`src/rtl/loop_filter_pi_gear_if.sv`:
```
// rtl/loop_filter_pi_gear_if.sv - error sample, gain and DCO control bundle for loop_filter_pi_gear
interface loop_filter_pi_gear_if #(
  parameter int ERROR_WIDTH  = 8,
  parameter int DCO_CC_WIDTH = 9,
  parameter int KP_WIDTH     = 4,
  parameter int KI_WIDTH     = 6
) ();

  logic                           enable_i;
  logic                           error_valid_i;
  logic signed [ERROR_WIDTH-1:0]  error_i;
  logic        [KP_WIDTH-1:0]     kp_acq_i;
  logic        [KI_WIDTH-1:0]     ki_acq_i;
  logic        [KP_WIDTH-1:0]     kp_trk_i;
  logic        [KI_WIDTH-1:0]     ki_trk_i;
  logic signed [DCO_CC_WIDTH-1:0] dco_cc_o;
  logic                           dco_cc_valid_o;
  logic                           sat_o;
  logic                           gear_o;

  // Phase detector / control side drives samples and gains
  modport master (
    output enable_i, error_valid_i, error_i,
    output kp_acq_i, ki_acq_i, kp_trk_i, ki_trk_i,
    input  dco_cc_o, dco_cc_valid_o, sat_o, gear_o
  );

  // Loop filter side
  modport slave (
    input  enable_i, error_valid_i, error_i,
    input  kp_acq_i, ki_acq_i, kp_trk_i, ki_trk_i,
    output dco_cc_o, dco_cc_valid_o, sat_o, gear_o
  );

endinterface

```
`src/rtl/loop_filter_pi_gear.sv`:
```
// rtl/loop_filter_pi_gear.sv - pipelined PI loop filter with rounding, saturation, anti-windup and gear shift (LOOP_FILTER_GEAR_EN)
module loop_filter_pi_gear #(
  parameter int ERROR_WIDTH   = 8,
  parameter int DCO_CC_WIDTH  = 9,
  parameter int KP_WIDTH      = 4,
  parameter int KP_FRAC_WIDTH = 2,
  parameter int KI_WIDTH      = 6,
  parameter int KI_FRAC_WIDTH = 5,
  parameter int ACC_WIDTH     = 18,
  parameter int GEAR_CYCLES   = 64
) (
  input logic                  gen_clk_i,
  input logic                  reset_i,
  loop_filter_pi_gear_if.slave bus
);

  // Product widths: signed error times zero-extended unsigned gain
  localparam int P_W   = ERROR_WIDTH + KP_WIDTH + 1;
  localparam int I_W   = ERROR_WIDTH + KI_WIDTH + 1;
  // Proportional term is brought onto the integrator's binary point
  localparam int ALIGN = KI_FRAC_WIDTH - KP_FRAC_WIDTH;
  localparam int PA_W  = P_W + ALIGN;
  // Two guard bits: one for the p+acc add, one for the rounding add
  localparam int S_W   = ((PA_W > ACC_WIDTH) ? PA_W : ACC_WIDTH) + 2;

  localparam logic [S_W-1:0] RND = S_W'(1) << (KI_FRAC_WIDTH - 1);

  localparam logic [ACC_WIDTH-1:0]    ACC_MAX = {1'b0, {(ACC_WIDTH-1){1'b1}}};
  localparam logic [ACC_WIDTH-1:0]    ACC_MIN = {1'b1, {(ACC_WIDTH-1){1'b0}}};
  localparam logic [DCO_CC_WIDTH-1:0] CC_MAX  = {1'b0, {(DCO_CC_WIDTH-1){1'b1}}};
  localparam logic [DCO_CC_WIDTH-1:0] CC_MIN  = {1'b1, {(DCO_CC_WIDTH-1){1'b0}}};

  logic                accept;
  logic                gear;
  logic [KP_WIDTH-1:0] kp_sel;
  logic [KI_WIDTH-1:0] ki_sel;

  // Input capture stage
  logic                   in_valid_d, in_valid_q;
  logic [ERROR_WIDTH-1:0] err_d, err_q;
  logic [KP_WIDTH-1:0]    kp_d, kp_q;
  logic [KI_WIDTH-1:0]    ki_d, ki_q;

  // Product stage
  logic                  s1_valid_d, s1_valid_q;
  logic signed [P_W-1:0] p_d, p_q;
  logic signed [I_W-1:0] i_d, i_q;
  logic signed [P_W-1:0] err_p, kp_p;
  logic signed [I_W-1:0] err_i, ki_i;

  // Integrate / sum / round / clip stage
  logic signed [ACC_WIDTH-1:0]    acc_d, acc_q;
  logic signed [DCO_CC_WIDTH-1:0] dco_cc_d, dco_cc_q;
  logic                           dco_cc_valid_d, dco_cc_valid_q;
  logic                           sat_d, sat_q;
  logic                           sat_neg_d, sat_neg_q;

  logic signed [ACC_WIDTH:0]      acc_ext, i_ext, acc_sum;
  logic signed [ACC_WIDTH-1:0]    acc_sat, acc_upd;
  logic                           windup_hold;
  logic signed [S_W-1:0]          p_al, acc_al, sum_rnd, shr;
  logic [S_W-DCO_CC_WIDTH:0]      hi;
  logic                           clip;

  // Sample qualifier and gain-set selection for the current gear
  always_comb begin
    accept = bus.error_valid_i & bus.enable_i;
`ifdef LOOP_FILTER_GEAR_EN
    kp_sel = gear ? bus.kp_trk_i : bus.kp_acq_i;
    ki_sel = gear ? bus.ki_trk_i : bus.ki_acq_i;
`else
    kp_sel = bus.kp_acq_i;
    ki_sel = bus.ki_acq_i;
`endif
  end

  // Capture the accepted sample together with the gains in force at accept
  always_comb begin
    in_valid_d = accept;
    err_d      = err_q;
    kp_d       = kp_q;
    ki_d       = ki_q;
    if (accept) begin
      err_d = bus.error_i;
      kp_d  = kp_sel;
      ki_d  = ki_sel;
    end
  end

  // Signed x unsigned products, gains zero-extended so they stay positive
  always_comb begin
    err_p      = {{(P_W-ERROR_WIDTH){err_q[ERROR_WIDTH-1]}}, err_q};
    kp_p       = {{(P_W-KP_WIDTH){1'b0}}, kp_q};
    err_i      = {{(I_W-ERROR_WIDTH){err_q[ERROR_WIDTH-1]}}, err_q};
    ki_i       = {{(I_W-KI_WIDTH){1'b0}}, ki_q};
    p_d        = err_p * kp_p;
    i_d        = err_i * ki_i;
    s1_valid_d = in_valid_q;
  end

  // Integrator with anti-windup, aligned sum, round-half-up and output clip
  always_comb begin
    acc_ext = {acc_q[ACC_WIDTH-1], acc_q};
    i_ext   = {{(ACC_WIDTH+1-I_W){i_q[I_W-1]}}, i_q};
    acc_sum = acc_ext + i_ext;
    if (acc_sum[ACC_WIDTH] != acc_sum[ACC_WIDTH-1]) begin
      acc_sat = acc_sum[ACC_WIDTH] ? ACC_MIN : ACC_MAX;
    end else begin
      acc_sat = acc_sum[ACC_WIDTH-1:0];
    end

    // Freeze only while pushing further into the rail we last clipped on;
    // an opposite-sign step is taken at once so recovery has no delay.
    windup_hold = sat_q & (|i_q) & (i_q[I_W-1] == sat_neg_q);
    acc_upd     = windup_hold ? acc_q : acc_sat;

    p_al    = {{(S_W-P_W){p_q[P_W-1]}}, p_q} <<< ALIGN;
    acc_al  = {{(S_W-ACC_WIDTH){acc_upd[ACC_WIDTH-1]}}, acc_upd};
    sum_rnd = p_al + acc_al + $signed(RND);
    shr     = sum_rnd >>> KI_FRAC_WIDTH;

    // Fits the output only if all bits above its sign bit equal the sign
    hi   = shr[S_W-1:DCO_CC_WIDTH-1];
    clip = ~((&hi) | ~(|hi));

    acc_d          = acc_q;
    dco_cc_d       = dco_cc_q;
    sat_d          = sat_q;
    sat_neg_d      = sat_neg_q;
    dco_cc_valid_d = s1_valid_q;
    if (s1_valid_q) begin
      acc_d = acc_upd;
      if (clip) begin
        dco_cc_d  = shr[S_W-1] ? CC_MIN : CC_MAX;
        sat_d     = 1'b1;
        sat_neg_d = shr[S_W-1];
      end else begin
        dco_cc_d  = shr[DCO_CC_WIDTH-1:0];
        sat_d     = 1'b0;
        sat_neg_d = 1'b0;
      end
    end
  end

  // Datapath and pipeline-valid registers
  always_ff @(posedge gen_clk_i or posedge reset_i) begin
    if (reset_i) begin
      in_valid_q     <= 1'b0;
      err_q          <= '0;
      kp_q           <= '0;
      ki_q           <= '0;
      s1_valid_q     <= 1'b0;
      p_q            <= '0;
      i_q            <= '0;
      acc_q          <= '0;
      dco_cc_q       <= '0;
      dco_cc_valid_q <= 1'b0;
      sat_q          <= 1'b0;
      sat_neg_q      <= 1'b0;
    end else begin
      in_valid_q     <= in_valid_d;
      err_q          <= err_d;
      kp_q           <= kp_d;
      ki_q           <= ki_d;
      s1_valid_q     <= s1_valid_d;
      p_q            <= p_d;
      i_q            <= i_d;
      acc_q          <= acc_d;
      dco_cc_q       <= dco_cc_d;
      dco_cc_valid_q <= dco_cc_valid_d;
      sat_q          <= sat_d;
      sat_neg_q      <= sat_neg_d;
    end
  end

`ifdef LOOP_FILTER_GEAR_EN
  typedef enum logic {ST_ACQ = 1'b0, ST_TRK = 1'b1} gear_state_e;

  localparam int             CNT_W    = $clog2(GEAR_CYCLES + 1);
  localparam logic [CNT_W-1:0] CNT_LAST = CNT_W'(GEAR_CYCLES - 1);

  gear_state_e      state_q;
  logic [CNT_W-1:0] cnt_q;
  logic             gear_q;

  // Acquisition -> tracking after GEAR_CYCLES accepted samples; disable restarts
  always_ff @(posedge gen_clk_i or posedge reset_i) begin
    if (reset_i) begin
      state_q <= ST_ACQ;
      cnt_q   <= '0;
      gear_q  <= 1'b0;
    end else if (!bus.enable_i) begin
      state_q <= ST_ACQ;
      cnt_q   <= '0;
      gear_q  <= 1'b0;
    end else begin
      case (state_q)
        ST_ACQ: begin
          if (accept) begin
            cnt_q <= cnt_q + CNT_W'(1);
            if (cnt_q == CNT_LAST) begin
              state_q <= ST_TRK;
              gear_q  <= 1'b1;
            end
          end
        end
        ST_TRK: begin
          gear_q <= 1'b1;
        end
        default: begin
          state_q <= ST_ACQ;
          gear_q  <= 1'b0;
        end
      endcase
    end
  end

  assign gear = gear_q;
`else
  localparam int unused_gear_cycles = GEAR_CYCLES;

  logic unused_trk_gains;

  assign gear             = 1'b0;
  assign unused_trk_gains = ^{bus.kp_trk_i, bus.ki_trk_i};
`endif

  assign bus.dco_cc_o       = dco_cc_q;
  assign bus.dco_cc_valid_o = dco_cc_valid_q;
  assign bus.sat_o          = sat_q;
  assign bus.gear_o         = gear;

endmodule

```
`src/flat_wrapper.sv`:
```
// flat-port wrapper written by rule: the top's interface ports become plain ports
module loop_filter_pi_gear_flat 
#(
  parameter int ERROR_WIDTH   = 8,
  parameter int DCO_CC_WIDTH  = 9,
  parameter int KP_WIDTH      = 4,
  parameter int KP_FRAC_WIDTH = 2,
  parameter int KI_WIDTH      = 6,
  parameter int KI_FRAC_WIDTH = 5,
  parameter int ACC_WIDTH     = 18,
  parameter int GEAR_CYCLES   = 64
)
  (gen_clk_i, reset_i, bus_enable_i, bus_error_valid_i, bus_error_i, bus_kp_acq_i, bus_ki_acq_i, bus_kp_trk_i, bus_ki_trk_i, bus_dco_cc_o, bus_dco_cc_valid_o, bus_sat_o, bus_gear_o);
  loop_filter_pi_gear_if #(.ERROR_WIDTH(ERROR_WIDTH), .DCO_CC_WIDTH(DCO_CC_WIDTH), .KP_WIDTH(KP_WIDTH), .KI_WIDTH(KI_WIDTH)) bus_i ();
  input logic gen_clk_i;
  input logic reset_i;
  input wire logic [$bits(bus_i.enable_i)-1:0] bus_enable_i;
  input wire logic [$bits(bus_i.error_valid_i)-1:0] bus_error_valid_i;
  input wire logic [$bits(bus_i.error_i)-1:0] bus_error_i;
  input wire logic [$bits(bus_i.kp_acq_i)-1:0] bus_kp_acq_i;
  input wire logic [$bits(bus_i.ki_acq_i)-1:0] bus_ki_acq_i;
  input wire logic [$bits(bus_i.kp_trk_i)-1:0] bus_kp_trk_i;
  input wire logic [$bits(bus_i.ki_trk_i)-1:0] bus_ki_trk_i;
  output wire logic [$bits(bus_i.dco_cc_o)-1:0] bus_dco_cc_o;
  output wire logic [$bits(bus_i.dco_cc_valid_o)-1:0] bus_dco_cc_valid_o;
  output wire logic [$bits(bus_i.sat_o)-1:0] bus_sat_o;
  output wire logic [$bits(bus_i.gear_o)-1:0] bus_gear_o;
  assign bus_i.enable_i = bus_enable_i;
  assign bus_i.error_valid_i = bus_error_valid_i;
  assign bus_i.error_i = bus_error_i;
  assign bus_i.kp_acq_i = bus_kp_acq_i;
  assign bus_i.ki_acq_i = bus_ki_acq_i;
  assign bus_i.kp_trk_i = bus_kp_trk_i;
  assign bus_i.ki_trk_i = bus_ki_trk_i;
  assign bus_dco_cc_o = bus_i.dco_cc_o;
  assign bus_dco_cc_valid_o = bus_i.dco_cc_valid_o;
  assign bus_sat_o = bus_i.sat_o;
  assign bus_gear_o = bus_i.gear_o;
  loop_filter_pi_gear #(.ERROR_WIDTH(ERROR_WIDTH), .DCO_CC_WIDTH(DCO_CC_WIDTH), .KP_WIDTH(KP_WIDTH), .KP_FRAC_WIDTH(KP_FRAC_WIDTH), .KI_WIDTH(KI_WIDTH), .KI_FRAC_WIDTH(KI_FRAC_WIDTH), .ACC_WIDTH(ACC_WIDTH), .GEAR_CYCLES(GEAR_CYCLES)) u_core (.gen_clk_i(gen_clk_i), .reset_i(reset_i), .bus(bus_i));
endmodule
```
`config.mk`:
```
export PLATFORM = sky130hd
export DESIGN_NAME = loop_filter_pi_gear_flat
export DESIGN_NICKNAME = d
export VERILOG_FILES = /design/src/rtl/loop_filter_pi_gear_if.sv /design/src/rtl/loop_filter_pi_gear.sv /design/src/flat_wrapper.sv
export SDC_FILE = /design/constraint.sdc
export NUM_CORES = 1
export LEC_CHECK = 0
export ABC_CLOCK_PERIOD_IN_PS = 18300
export CORE_MARGIN = 5
export CORE_UTILIZATION = 35
export DETAILED_ROUTE_END_ITERATION = 8
export PLACE_DENSITY_LB_ADDON = 0.1
export REMOVE_ABC_BUFFERS = 1
export SYNTH_ARGS = -nofsm -noshare
export SYNTH_HDL_FRONTEND = slang
export SYNTH_SLANG_ARGS = --single-unit
```
`constraint.sdc`:
```
create_clock -name gen_clk_i -period 18.3 [get_ports gen_clk_i]
set_clock_uncertainty 0.05 [all_clocks]
set_input_delay 1.83 -clock gen_clk_i [delete_from_list [all_inputs] [get_ports gen_clk_i]]
set_output_delay 1.83 -clock gen_clk_i [all_outputs]
set_load 0.05 [all_outputs]
```
==> out/results.tsv, run 1 <==
metric	value	unit
path_delay_family	compound AO/OA/AOI/OAI gates	
cts_tree	yes	
hold_path_depth	0	
outcome	completed	
nNetsFinal	1092	
yosysWarnings	0	
cts.clk_slew.worst_paths	0.06	ns
final_antenna_net_count	0	
cts-root-buf	clkbuf_16	
viasPerCell	4.98	
synth.top_cell.area_share	0.236	
worst_pin_slew	1.00	ns
grt_max_degree	79	
r2r_cells	21	
io_buffers	32	
drv_cap	0	
path_class	reg -> reg	
ys_async_sr_fraction	1.00	
cts-buffers-inserted	9	
wl	19300	um
drcViolationCount	0	
rrSetupSlack	11.33	ns
setup_viol	0	
whs	0.325	ns
pin_count	44	
period_needed	6.97	ns
insertion_delay	0.34	ns
drive_above_1_share	0.0801	
grt_setup_unrepaired	false	
grt-ovfl-total	0	
post-route-period-util	0.381	
regArea	1950	um^2
seq_area_frac_synth	0.236	
synth_top_area_cell	dfrtp_1	
path_cells	ha_1, fa_1, a21oi_1, o21ai_1, a311oi_2, o22ai_1, nor2_1, o21ai_0, mux2_2, ha_1, nor2b_1, o31a_1, o41a_1, nor2_1, a21boi_0, nand3_1, nor4bb_1, mux2_2, a21oi_4, nor3_1, a2111oi_1	
cts.sinks	78	
timing.fmax	0.144	GHz
multi_input_area	5860	um^2
post_cts_buffers	0	
synth_edf_count	0	
relSlewSlack	0.331	
dieArea	26800	um^2
wl_per_cell	15.6	um
path_buf_inv	0	
arrival	7.12	ns
required	18.45	ns
die_h	164	um
slew_viol_final	0	
htreeDepth	3	
cp-end-kind	register	
nFillCells	2409	
core-area	23400	um^2
yosys.cell_types.count	78	
area_growth	11.6	%
die_x	164	um
slowest_stage	nor2_1	
ctsHoldBuffers	0	
reg2reg_to	u_core.bus.dco_cc_o[3]$_DFFE_PP0P_	
finalHoldViolCount	0	
grt_pass1_vias	6367	
synth.most_common_cell	inv_1	
clock_path_buffers	2	
drt_iter0_drc	294	
cp-start-kind	register	
hold_path.class	reg -> reg	
avgSynthCellArea	9.24	um^2
ys_top_cells_by_count	inv_1 (99), ha_1 (87), dfrtp_1 (78), nand2_1 (78), a21oi_1 (62)	
cts_resized	0	
netlist_area	8270	um^2
slowest_delay	0.47	ns
holdPathEnd	u_core.dco_cc_valid_d$_DFF_PP0_	
ys_seq_elements	78	
dr.pass1.iters	4	
r2r_start	u_core.acc_q[0]$_DFFE_PP0P_	
setup_tns	0	ns
cp_max_fo	9	
initial_core_util	0.353	
grt_use_total	0.152	
dp_hpwl	15300	um
row_count	56	
syn_inst	895	
gp_congestion	0.873	
diodes	0	
vias	6188	
worstHoldStart	u_core.in_valid_q$_DFF_PP0_	
grt_pass1_wl	32700	um
synth_area_leaders	dfrtp_1 (24%), ha_1 (13%), fa_1 (13%)	
antenna_found_initial	0	
synth_ff_type	dfrtp_1	
metrics by stage:
step	setup slack (ns)	std cells	cell area [um^2]	utilization
floorplan	12.63	873	8180	-
global placement	11.40	1227	8930	0.381
detailed placement	11.36	1227	8930	0.381
CTS	11.33	1243	9230	0.394
global route	10.71	1243	9230	0.394
finish	11.33	1243	9230	0.394
worst max path at each step:
| stage | start | to | slack (ns) | cells after the start |
|---|---|---|---|---|
| after global placement | u_core.acc_q[0]$_DFFE_PP0P_ | u_core.bus.dco_cc_o[3]$_DFFE_PP0P_ | 11.40 | 22 |
| final | u_core.acc_q[0]$_DFFE_PP0P_ | u_core.bus.dco_cc_o[3]$_DFFE_PP0P_ | 11.33 | 21 |
| after global routing | u_core.acc_q[0]$_DFFE_PP0P_ | u_core.bus.dco_cc_o[3]$_DFFE_PP0P_ | 10.71 | 21 |
| after floorplan | u_core.i_q[14]$_DFF_PP0_ | u_core.bus.dco_cc_o[7]$_DFFE_PP0P_ | 12.63 | 20 |
| after detailed placement | u_core.acc_q[0]$_DFFE_PP0P_ | u_core.bus.dco_cc_o[3]$_DFFE_PP0P_ | 11.36 | 22 |
| after CTS | u_core.acc_q[0]$_DFFE_PP0P_ | u_core.bus.dco_cc_o[3]$_DFFE_PP0P_ | 11.33 | 22 |
routing by layer:
metal | global-route usage | routed length (um) | share of wire
met5 | 0 | 0 | 0
met4 | 0.0381 | 391 | 0.020
met3 | 0.0263 | 651 | 0.034
met2 | 0.246 | 8590 | 0.44
met1 | 0.211 | 9710 | 0.50
registers in the layout, indices dropped and copies added (netlist names):
register / count
u_core.sat_neg_q: 1
u_core.bus.sat_o: 1
u_core.i_q: 15
u_core.p_q: 13
u_core.ki_q: 6
u_core.dco_cc_valid_d: 1
u_core.acc_q: 18
u_core.bus.dco_cc_valid_o: 1
u_core.in_valid_q: 1
u_core.err_q: 8
u_core.kp_q: 4
u_core.bus.dco_cc_o: 9
final cells by class:
cell class	instances	area share
Multi-Input combinational cell	696	0.635
Sequential cell	78	0.211
Tap cell	319	0.0432
Inverter	99	0.0404
Timing Repair Buffer	35	0.0371
Clock buffer	11	0.0263
Clock inverter	5	0.00637
kinds of logic after synthesis:
logic type,after synthesis,synth area share
adders and majority gates,142,0.264
buffers and inverters,121,0.0555
AOI/OAI and AO/OA,208,0.175
xor gates and xnor gates,58,0.0614
muxes,31,0.0421
other,1,0.000453
DFF,78,0.236
and+or+nand+nor,256,0.166
cells in the final DEF (no fill, tap or decap), types with 5 or more instances in the layout:
cell / count
clkbuf_16: 9
mux2_2: 30
or3_1: 6
and3_1: 6
nand2_1: 78
nand3_1: 13
xor2_1: 9
dfrtp_1: 78
fa_1: 54
o21ai_1: 6
a211oi_1: 6
and4_1: 5
o21bai_1: 16
inv_1: 98
o22ai_1: 5
nor2_1: 37
ha_1: 87
a21oi_1: 62
clkdlybuf4s50_1: 32
nor3_1: 11
nand2b_1: 8
xnor2_1: 49
and2_1: 58
a21o_1: 23
nor4_1: 6
o21a_1: 6
o21ai_0: 34
Power of run 1 is left out: the tool's default activity adds up to more than one toggle a clock period on the data nets, which glitch-free logic cannot reach.
==> run 2, diff against run 1 <==
--- a/config.mk
+++ b/config.mk
@@ -5,7 +5,7 @@
 export SDC_FILE = /design/constraint.sdc
 export NUM_CORES = 1
 export LEC_CHECK = 0
-export ABC_CLOCK_PERIOD_IN_PS = 18300
+export ABC_CLOCK_PERIOD_IN_PS = 7200
 export CORE_MARGIN = 5
 export CORE_UTILIZATION = 35
 export DETAILED_ROUTE_END_ITERATION = 8
==> constraint.sdc (replaced) <==
create_clock -name gen_clk_i -period 7.2 [get_ports gen_clk_i]
set_clock_uncertainty 0.05 [all_clocks]
set_input_delay 0.72 -clock gen_clk_i [delete_from_list [all_inputs] [get_ports gen_clk_i]]
set_output_delay 0.72 -clock gen_clk_i [all_outputs]
set_load 0.05 [all_outputs]
==> run 2 against run 1 <==
Compared with the run above:
- flip-flop and latch count did not move
- routed wire length rose by 2.8%
- die area did not move
- via count rose by 1.5%
- global-route usage rose by 0.46 points
- register-to-register slack got worse by 11 ns
- critical path type unchanged
- highest routed layer unchanged
==> out/results.tsv, run 2 (synthesis results as in run 1) <==
metric	value	unit	change
outcome	completed		unchanged
slew_viol_final	0		unchanged
setup_tns	0	ns	unchanged
finalHoldViolCount	0		unchanged
cts.clk_slew.worst_paths	0.07	ns	was 0.06 ns
cp-start-kind	register		unchanged
wl	19900	um	was 19300 um
viasPerCell	5.03		was 4.98
arrival	7.00	ns	was 7.12 ns
rrSetupSlack	0.38	ns	was 11.33 ns
grt_setup_unrepaired	false		unchanged
grt_use_total	0.156		was 0.152
period_needed	6.82	ns	was 6.97 ns
mostFrequentLayoutCells	inv_1 (98), ha_1 (87), nand2_1 (78), dfrtp_1 (78), a21oi_1 (62)		unchanged
ctsHoldBuffers	0		unchanged
post_cts_buffers	0		unchanged
top_register	u_core.acc_q		unchanged
antenna_found_initial	0		unchanged
drcViolationCount	0		unchanged
grt_pass1_wl	33500	um	was 32700 um
drv_cap	0		unchanged
slowest_delay	0.46	ns	was 0.47 ns
dp_hpwl	15800	um	was 15300 um
grt_pass1_vias	6424		was 6367
path_class	reg -> reg		unchanged
final_common_cell	inv_1		unchanged
diodes	0		unchanged
cts_tree	yes		unchanged
grt-ovfl-total	0		unchanged
vias	6280		was 6188
setup_viol	0		unchanged
slowest_stage	dfrtp_1		was nor2_1
dr.pass1.iters	4		unchanged
row_count	56		unchanged
reg.largest.list	u_core.acc_q (18), u_core.i_q (15), u_core.p_q (13)		unchanged
final_area	9250	um^2	was 9230 um^2
drt_iter0_drc	285		was 294
relSlewSlack	0.410		was 0.331
required	7.38	ns	was 18.45 ns
htreeDepth	3		unchanged
post-route-period-util	0.947		was 0.381
setup_slack	0.378	ns	was 11.33 ns
pin_count	44		unchanged
wl_per_cell	15.9	um	was 15.6 um
io_buffers	32		unchanged
cts-root-buf	clkbuf_16		unchanged
use_met2	0.253		was 0.246
nNetsFinal	1097		was 1092
hold_path.class	reg -> reg		unchanged
clock_path_buffers	2		unchanged
cp-end-kind	register		unchanged
final_core_util	0.395		was 0.394
gp_congestion	0.864		was 0.873
die_x	164	um	unchanged
path_cells	ha_1, a21oi_1, o21ai_0, a311o_1, or3_4, and2_1, nor2_1, o21ai_0, mux2_2, ha_1, nor2b_1, o31a_1, o41a_1, nor2_1, a21boi_0, nand3_1, nor4bb_1, mux2_2, a21oi_4, nor4b_1, a2111oi_1		was ha_1, fa_1, a21oi_1, o21ai_1, a311oi_2, o22ai_1, nor2_1, o21ai_0, mux2_2, ha_1, nor2b_1, o31a_1, o41a_1, nor2_1, a21boi_0, nand3_1, nor4bb_1, mux2_2, a21oi_4, nor3_1, a2111oi_1
cts_resized	0		unchanged
largest_reg_flops	18		unchanged
insertion_delay	0.35	ns	was 0.34 ns
dieArea	26800	um^2	unchanged
grt_max_degree	56		was 79
post-place-ws	0.442	ns	was 11.36 ns
cp_max_fo	9		unchanged
die_h	164	um	unchanged
worst_pin_slew	0.882	ns	was 1.00 ns
drive_above_1_share	0.0861		was 0.0801
final_antenna_net_count	0		unchanged
initial_core_util	0.353		unchanged
cts-buffers-inserted	9		unchanged
dpl_cell_area	8960	um^2	was 8930 um^2
met3_usage	0.0241		was 0.0263
grt_use_met1	0.222		was 0.211
busiest_layer	met2		unchanged
cts.sinks	78		unchanged
timing.fmax	0.147	GHz	was 0.144 GHz
area_growth	11.9	%	was 11.6%
core-area	23400	um^2	unchanged
## run 2: changes by cell type in the layout (fill, tap and decap cells not counted)
| cell | previous run | this run |
|---|---|---|
| clkbuf_1 | 1 | 0 |
| clkinv_2 | 2 | 1 |
| clkinv_4 | 1 | 2 |
| inv_6 | 0 | 3 |
| buf_4 | 3 | 8 |
| inv_8 | 0 | 1 |
| clkbuf_8 | 1 | 0 |
| bufinv_16 | 1 | 0 |
| clkinvlp_4 | 2 | 1 |
## run 2: worst max-delay path: cells and delay by family, from the launching register on
kind	cells	cell delay (ns)
DFF	1	0.46
adders and majority gates	2	0.73
AOI/OAI and AO/OA	9	2.51
muxes	2	0.73
and+or+nand+nor	8	2.22
## run 2: final timing paths
check                                             from                                 end  cells after the start
setup / recovery              u_core.i_q[12]$_DFF_PP0_  u_core.bus.dco_cc_o[7]$_DFFE_PP0P_                     21
setup reg to reg              u_core.i_q[12]$_DFF_PP0_  u_core.bus.dco_cc_o[7]$_DFFE_PP0P_                     21
hold reg to reg            u_core.in_valid_q$_DFF_PP0_     u_core.dco_cc_valid_d$_DFF_PP0_                      0
max in group asynchronous                      reset_i         u_core.acc_q[7]$_DFFE_PP0P_                      3
hold / removal             u_core.in_valid_q$_DFF_PP0_     u_core.dco_cc_valid_d$_DFF_PP0_                      0
min in group asynchronous                      reset_i          u_core.kp_q[0]$_DFFE_PP0P_                      2
## run 2: routing by layer
| metal | wire, um | vias up | part of all wire |
|---|---|---|---|
| met3 | 502 | 15 | 0.025 |
| met4 | 247 | 0 | 0.012 |
| met1 | 10100 | 3015 | 0.51 |
| li1 | - | 3174 | - |
| met5 | 0 | - | 0 |
| met2 | 9010 | 76 | 0.45 |
## run 2: per-stage QoR
step                hold WS (ns)  cells
floorplan                  0.281    873
global placement           0.327   1232
detailed placement         0.313   1232
CTS                        0.331   1248
global route               0.342   1248
finish                     0.329   1248
## run 2: cell type report
cell class	count	area [um^2]
clock buffer	9	225
clock inverter	7	62.6
fill	2436	14100
inverter	99	373
multi-input combinational	696	5860
sequential	78	1950
tap	319	399
timing repair buffer	40	380
Power of run 2 is left out for the same reason.
